===== src/rtl/issue_queue_nw.sv =====
// issue_queue_nw: circular instruction buffer between decode and execute.
// WR_LANES compacted write lanes, one combinational read port, a registered
// occupancy count and a per-lane source-register hazard scoreboard.
// Optional build macro: ISSUE_QUEUE_BYPASS_EN (empty-queue fall-through of
// lane 0 to the read port).
module issue_queue_nw #(
    parameter int DATA_WIDTH = 92,
    parameter int DEPTH      = 8,
    parameter int WR_LANES   = 2,
    parameter int HZ_LANES   = 2,
    parameter int RD_LSB     = 86
) (
    input  logic                           clk,
    input  logic                           rstN,
    input  logic                           flush,
    input  logic [WR_LANES-1:0]            wr_valid,
    input  logic [WR_LANES*DATA_WIDTH-1:0] wr_data,
    output logic [WR_LANES-1:0]            wr_ready,
    input  logic                           rd_en,
    output logic                           rd_valid,
    output logic [DATA_WIDTH-1:0]          rd_data,
    output logic [$clog2(DEPTH):0]         count,
    input  logic [HZ_LANES*12-1:0]         hz_rs,
    output logic [HZ_LANES-1:0]            hz_hit
);
    localparam int IDX_W = $clog2(DEPTH);
    localparam int PTR_W = IDX_W + 1;

    // Pointers carry one extra wrap bit above the slot index.
    logic [PTR_W-1:0]      wr_ptr_q, wr_ptr_d;
    logic [PTR_W-1:0]      rd_ptr_q, rd_ptr_d;
    logic [PTR_W-1:0]      count_q, count_d;
    logic [DEPTH-1:0]      valid_q, valid_d;
    logic [DATA_WIDTH-1:0] mem_q [DEPTH];

    logic [WR_LANES-1:0]   lane_acc;
    logic [WR_LANES-1:0]   lane_store;
    logic [IDX_W-1:0]      lane_slot [WR_LANES];
    logic [PTR_W-1:0]      n_store;
    logic                  empty;
    logic                  pop;
    logic                  bypass_take;
    logic [IDX_W-1:0]      rd_idx;

    genvar gi;

    assign empty  = (wr_ptr_q == rd_ptr_q);
    assign pop    = rd_en & ~empty;
    assign rd_idx = rd_ptr_q[IDX_W-1:0];
    assign count  = count_q;

    // Lane i may push only if at least i+1 slots were free at the start of
    // the cycle; a same-cycle pop never frees a slot early.
    generate
        for (gi = 0; gi < WR_LANES; gi++) begin : g_lane
            assign wr_ready[gi] = (DEPTH - int'(count_q)) > gi;
            assign lane_acc[gi] = wr_valid[gi] & wr_ready[gi];
        end
    endgenerate

`ifdef ISSUE_QUEUE_BYPASS_EN
    logic bypass_show;

    // Lane 0 falls through only when nothing is queued ahead of it.
    assign bypass_show = empty & rstN & ~flush & wr_valid[0];
    assign bypass_take = bypass_show & rd_en;

    // Read port: stored head entry, else lane 0 falling through an empty queue
    always_comb begin
        rd_valid = 1'b0;
        rd_data  = '0;
        if (!empty) begin
            rd_valid = 1'b1;
            rd_data  = mem_q[rd_idx];
        end else if (bypass_show) begin
            rd_valid = 1'b1;
            rd_data  = wr_data[DATA_WIDTH-1:0];
        end
    end
`else
    assign bypass_take = 1'b0;

    // Read port: stored head entry, zero when nothing is queued
    always_comb begin
        rd_valid = ~empty;
        rd_data  = '0;
        if (!empty) begin
            rd_data = mem_q[rd_idx];
        end
    end
`endif

    // Compact accepted lanes onto consecutive slots from wr_ptr; a lane 0
    // consumed by fall-through takes no slot.
    always_comb begin
        n_store    = '0;
        lane_store = '0;
        for (int i = 0; i < WR_LANES; i++) begin
            lane_slot[i] = wr_ptr_q[IDX_W-1:0];
            if (lane_acc[i] && !(i == 0 && bypass_take)) begin
                lane_slot[i]  = IDX_W'(wr_ptr_q + n_store);
                lane_store[i] = 1'b1;
                n_store       = n_store + PTR_W'(1);
            end
        end
    end

    // Next pointers, occupancy and valid bits; flush discards everything
    always_comb begin
        wr_ptr_d = wr_ptr_q + n_store;
        rd_ptr_d = rd_ptr_q + PTR_W'(pop);
        count_d  = count_q + n_store - PTR_W'(pop);
        valid_d  = valid_q;
        if (pop) begin
            valid_d[rd_idx] = 1'b0;
        end
        for (int i = 0; i < WR_LANES; i++) begin
            if (lane_store[i]) begin
                valid_d[lane_slot[i]] = 1'b1;
            end
        end
        if (flush) begin
            wr_ptr_d = '0;
            rd_ptr_d = '0;
            count_d  = '0;
            valid_d  = '0;
        end
    end

    // Control state register with synchronous active-low reset
    always_ff @(posedge clk) begin
        if (!rstN) begin
            wr_ptr_q <= '0;
            rd_ptr_q <= '0;
            count_q  <= '0;
            valid_q  <= '0;
        end else begin
            wr_ptr_q <= wr_ptr_d;
            rd_ptr_q <= rd_ptr_d;
            count_q  <= count_d;
            valid_q  <= valid_d;
        end
    end

    // Packet storage; stale data in freed slots is masked by the valid bits
    always_ff @(posedge clk) begin
        for (int i = 0; i < WR_LANES; i++) begin
            if (lane_store[i]) begin
                mem_q[lane_slot[i]] <= wr_data[i*DATA_WIDTH +: DATA_WIDTH];
            end
        end
    end

    // Hazard scoreboard: each lane checks two sources against live Rd fields
    generate
        for (gi = 0; gi < HZ_LANES; gi++) begin : g_hz
            logic [5:0] rs_a;
            logic [5:0] rs_b;
            logic       hit_a;
            logic       hit_b;

            assign rs_a = hz_rs[gi*12 +: 6];
            assign rs_b = hz_rs[gi*12+6 +: 6];

            // Compare both sources against the Rd of every valid entry
            always_comb begin
                hit_a = 1'b0;
                hit_b = 1'b0;
                for (int k = 0; k < DEPTH; k++) begin
                    if (valid_q[k] && (mem_q[k][RD_LSB +: 6] == rs_a)) begin
                        hit_a = 1'b1;
                    end
                    if (valid_q[k] && (mem_q[k][RD_LSB +: 6] == rs_b)) begin
                        hit_b = 1'b1;
                    end
                end
            end

            // Register 0 is never a hazard.
            assign hz_hit[gi] = (hit_a && (rs_a != 6'd0)) || (hit_b && (rs_b != 6'd0));
        end
    endgenerate

endmodule


===== config.mk =====
export PLATFORM = sky130hd
export DESIGN_NAME = issue_queue_nw
export DESIGN_NICKNAME = d
export VERILOG_FILES = /design/src/rtl/issue_queue_nw.sv
export SDC_FILE = /design/constraint.sdc
export NUM_CORES = 1
export LEC_CHECK = 0
export BUFFER_PORTS_ARGS = -buffer_cell sky130_fd_sc_hd__buf_2
export CAP_MARGIN = 20
export CORE_MARGIN = 3
export CORE_UTILIZATION = 45
export CTS_CLUSTER_SIZE = 10
export DETAILED_ROUTE_END_ITERATION = 16
export GPL_ROUTABILITY_DRIVEN = 0
export GPL_TIMING_DRIVEN = 0
export SETUP_SLACK_MARGIN = 0.5
export SYNTH_ARGS = -nofsm -noshare
export SYNTH_HDL_FRONTEND = slang
export SYNTH_SLANG_ARGS = --single-unit

===== constraint.sdc =====
create_clock -name clk -period 8.81 [get_ports clk]
set_input_delay 0.4405 -clock clk [delete_from_list [all_inputs] [get_ports clk]]
set_output_delay 0.4405 -clock clk [all_outputs]
set_load 0.05 [all_outputs]

== Word level (Yosys, flattened, before mapping) ==
Memory sizes are Yosys's and may differ from the RTL's. A register that Yosys moved wholly into a read port is not among the register bits.
Cells that the tools add are included.

* Register bits after elaboration: 20
* Memory bits (writable): 736
* Input port bits: 214
* Output and inout bits: 101
* Word-level logic and storage cells: 160
* Memories kept: 1

* Add/sub/neg operators: 7
* Order comparisons: 8
* Equality and inequality tests: 33
* Muxes and demuxes: 52
* Bitwise operators: 9
* Reduce and logical (&&, ||, !) cells: 46

{| class="wikitable"
|+ Memory list
! memory !! depth !! bits a word !! rd ports !! clocked after Yosys merged registers in !! write ports !! line !! RTL
|-
| mem_q || 8 || 92 || 9 || 1 || 2 || 34 || <nowiki>logic [DATA_WIDTH-1:0] mem_q [DEPTH];</nowiki>
|}

{| class="wikitable"
|+ Operators by type and width
! operator !! count
|-
| $eq A6 B6 Y1 || 32
|-
| $mux W92 || 1
|-
| $mux W1 || 42
|-
| $logic_and A1 B1 Y1 || 39
|-
| $mux W8 || 3
|-
| $reduce_bool A6 Y1 || 4
|-
| $or A8 B8 Y8 || 2
|-
| $lt A3 B4 Y1 const B || 3
|-
| $demux W1 S3 || 3
|-
| $ge A3 B1 Y1 const B || 3
|-
| $and A8 B8 Y8 || 1
|-
| $not A8 Y8 || 1
|-
| $mux W3 || 2
|-
| $gt A5 B1 Y1 const B || 1
|-
| $gt A5 B2 Y1 const B || 1
|-
| $sub A4 B4 Y5 const A || 1
|-
| $add A4 B1 Y4 || 1
|-
| $add A4 B2 Y4 || 1
|-
| $add A4 B4 Y4 || 1
|-
| $eq A4 B4 Y1 || 1
|-
| $sub A4 B1 Y4 || 1
|-
| $add A3 B1 Y3 || 1
|-
| $and A1 B1 Y1 || 3
|-
| $add A1 B1 Y2 const B || 1
|-
| 4 further kinds || 6
|}

== Longest topological paths before layout ==
An unclocked memory read counts as a cell.

* Depth after elaboration: 13
* Depth in mapped cells: 15
* Depth with buffers taken out: 15

== Worst setup path after synthesis ==
Ideal clock, no wire load.

* Path kind: reg2reg
* Start: register count_q[0] (netlist: count[0])
* End: memory mem_q[1][0] (enable)
* Setup time: 0.875 ns
* Arrival: 5.067 ns
* Required time: 7.935 ns
* Slack: 2.868 ns
* Stages on the path, launching flop included: 15
* Buffers on the path: 2
* Period minus slack after synthesis: 5.942 ns
* Path through: dfxtp_1 > inv_1 > ha_1 > a21oi_1 > o22ai_1 > a41oi_1 > and2_1 > ha_1 > ha_1 > xor2_1 > nor2_1 > nand2_1 > buf_2 > buf_4 > nand2_1

{| class="wikitable"
|+ RTL lines
! element !! line !! RTL
|-
| start: declaration || 32 || <nowiki>logic [PTR_W-1:0] count_q, count_d;</nowiki>
|-
| start signal: assignment || 140 || <nowiki>count_q <= count_d;</nowiki>
|-
| end: declaration || 34 ||
|}

== Worst setup path after layout ==
* Start: register rd_ptr_q[0]
* End: output port rd_data[3]

* Cells in the longest elaborated chain, start to end: 2

{| class="wikitable"
|+ RTL lines
! element !! line !! RTL
|-
| start: declaration || 31 || <nowiki>logic [PTR_W-1:0] rd_ptr_q, rd_ptr_d;</nowiki>
|-
| start signal: assignment || 139 || <nowiki>rd_ptr_q <= rd_ptr_d;</nowiki>
|-
| $eq A4 B4 Y1 || 47 || <nowiki>assign empty = (wr_ptr_q == rd_ptr_q);</nowiki>
|-
| $mux W92 || 87 || <nowiki>if (!empty) begin</nowiki>
|-
| end: declaration || 21 || <nowiki>output logic [DATA_WIDTH-1:0] rd_data,</nowiki>
|}

No other way between the ends.

==> results.tsv <==
metric	value	unit
worstSetupStartpointType	register	
area_delta_synth_final	15.8	%
crit_top_cell	buf_2	
io_buffers	290	
max_stage_delay	0.67	ns
yosysWarnings	0	
outcome	finished clean	
stdcell_area	0.0453	mm²
r2r_cells	15	
nNetsFinal	3269	
fmax	209	MHz
grt_max_degree	48	
dieArea	0.0905	mm²
finalCritPeriodShare	54.3	%
synth_top_family_by_area	multiplexers	
cts_sinks	756	
synth_compound_area_share	9.63	%
mostFrequentLayoutCell	edfxtp_1	
crit_chain	buf_2 -> nor3_1 -> buf_2 -> buf_2 -> buf_2 -> a22oi_1 -> a31oi_1 -> buf_2	
die_w	301	µm
r2r-start	count[0]	
totalWireLength	149000	µm
ctsHtreeMaxLevel	3	
drt-initial-drc-count	3371	
synth_seq_cells	756	
finalSetupTns	0	ns
worstHoldPathType	primary input to register	
postCtsHoldBufs	0	
worstHoldPathCells	2	
dp_hpwl	96100	µm
cts_buffer_depth	3	
setup_violations	0	
critPathCaptureType	output port	
grt_use_total	32.3	%
cp.arrival	4.34	ns
grt_pass1_wl	206000	µm
placed_cell_area	0.0428	mm²
slew_violations	0	
synth_adder_area_share	0.614	%
mostFrequentLayoutCells	edfxtp_1, mux2_1, buf_2, mux2_2, a22oi_1	
cap_violations	0	
clk_pin_slew	0.05	ns
fill_cells	7283	
ys_types	50	
fin_worst_skew	0.0189	ns
core_area	0.0857	mm²
p_total	0.0126	W
cp.depth	8	
avgRoutedWirePerCell	35.1	µm
synth_xor_area_share	4.59	%
via_per_inst	6.46	
critPathKind	register to output port	
syn_inst	2624	
synthMuxAreaShare	21.6	%
synth-simple-area-share	2.29	%
worst_pin_slew	1.23	ns
max_slew_margin	17.9	%
cts_resized	0	
period_minus_slack	4.78	ns
cp_max_fo	10	
num_rows	107	
seq_area_frac_synth	57.5	%
die_height	301	µm
crit_start	rd_ptr_q[0]	
crit_slowest_cell	buf_2	
drtAntennaViolNets	0	
path_buf_inv	5	
p_leak	15.8	nW
start_util	45.7	%
hold_violations	0	
grt_pass1_vias	27179	
worstPathRequired	8.37	ns
min_from	wr_data[164]	
cts_root_buffer	clkbuf_16	
clk_latency	0.65	ns
peakVddDrop	227	µV
io_pins	315	
overflow	0	
cp_top_family	buffers and inverters	
r2r_slack	4.15	ns
drive_above_1_share	30.9	%
power_density	278	mW/mm²
netlist_area	0.0391	mm²
drtPass1Iterations	5	
rsz0062_at_grt	no	
num_vias	27410	
drc_errors	0	
cts_buffers	87	
synth.net_count	2856	
antenna_found_initial	39	
cts_tree	done	
avgSynthCellArea	14.9	µm²
cts_setup_buffers	0	
-- routing by layer --
layer / vias to the layer above / GRT usage (%) / wire [µm]
li1: 11372 / - / -
met4: 18 / 13.7 / 6820
met1: 14080 / 42.3 / 57700
met3: 323 / 7.92 / 15100
met2: 1617 / 51.2 / 69100
met5: - / 0 / 111
-- metrics by stage --
| step | hold WS, ns | setup WS [ns] | instances | util (%) |
|---|---|---|---|---|
| floorplan | 0.498 | 2.87 | 2624 | - |
| global placement | 0.523 | 0.436 | 4058 | 49.0 |
| detailed placement | 0.523 | 4.27 | 4092 | 49.9 |
| CTS | 0.144 | 4.16 | 4219 | 52.8 |
| global route | 0.164 | 3.91 | 4227 | 52.8 |
| finish | 0.175 | 4.03 | 4246 | 52.9 |
-- synthesized netlist by cell type (all sizes together) --
cell type  instances  share of area [%]
a21o               1              0.019
a21oi              6              0.077
a221oi            92                2.1
a22o              92                2.1
a22oi            184                3.5
a31oi            101                1.7
a41oi              1              0.022
and2               8               0.13
and3               1              0.016
and3b              2              0.045
buf              196                3.1
clkbuf            51               0.49
dfxtp             20                1.0
edfxtp           736                 56
fa                 2               0.10
ha                16               0.51
inv               19               0.18
mux2             736                 22
nand2             25               0.24
nand2b             2              0.032
nand3              4              0.051
nand3b             2              0.070
nand4             34               0.54
nor2              16               0.17
nor2b              5              0.086
nor3               7               0.12
nor3b              3              0.070
nor4              35               0.56
o21ai              7              0.090
o22ai              2              0.032
o31ai              1              0.019
o41ai              3              0.067
or2                1              0.016
or4                8               0.15
xnor2            101                2.3
xor2             104                2.3
-- registers in the layout (all words and copies together) (netlist names) --
signal and cells:
wr_ptr_q 4, mem_q 736, valid_q 8, count 4, rd_ptr_q 4
-- final cells by class --
type	instances	area (µm²)	area share (%)
Antenna cell	27	67.6	0.149
Buffer	247	1410	3.11
Clock buffer	123	2450	5.40
Clock inverter	4	33.8	0.0745
Inverter	19	71.3	0.157
Multi-Input combinational cell	1602	15200	33.6
Sequential cell	756	22500	49.6
Tap cell	1144	1430	3.16
Timing Repair Buffer	324	2140	4.73
-- final timing paths --
check,endpoint
hold / removal,mem_q[0][72]
setup / recovery,rd_data[3]
setup reg to reg,mem_q[3][58]
hold reg to reg,rd_ptr_q[3]
-- kinds of logic after synthesis --
kind of cell,count (synthesis)
flops,756
mux,736
compound gates,490
buf+inv,266
xor+xnor,205
simple gates,153
fa+ha+maj,18
-- where the power goes --
group	internal, W	switching [W]
Clock	0.00190	0.00141
Combinational	0.00133	0.00293
Sequential	0.00485	0.000182
(Power assumes the default switching activity.)
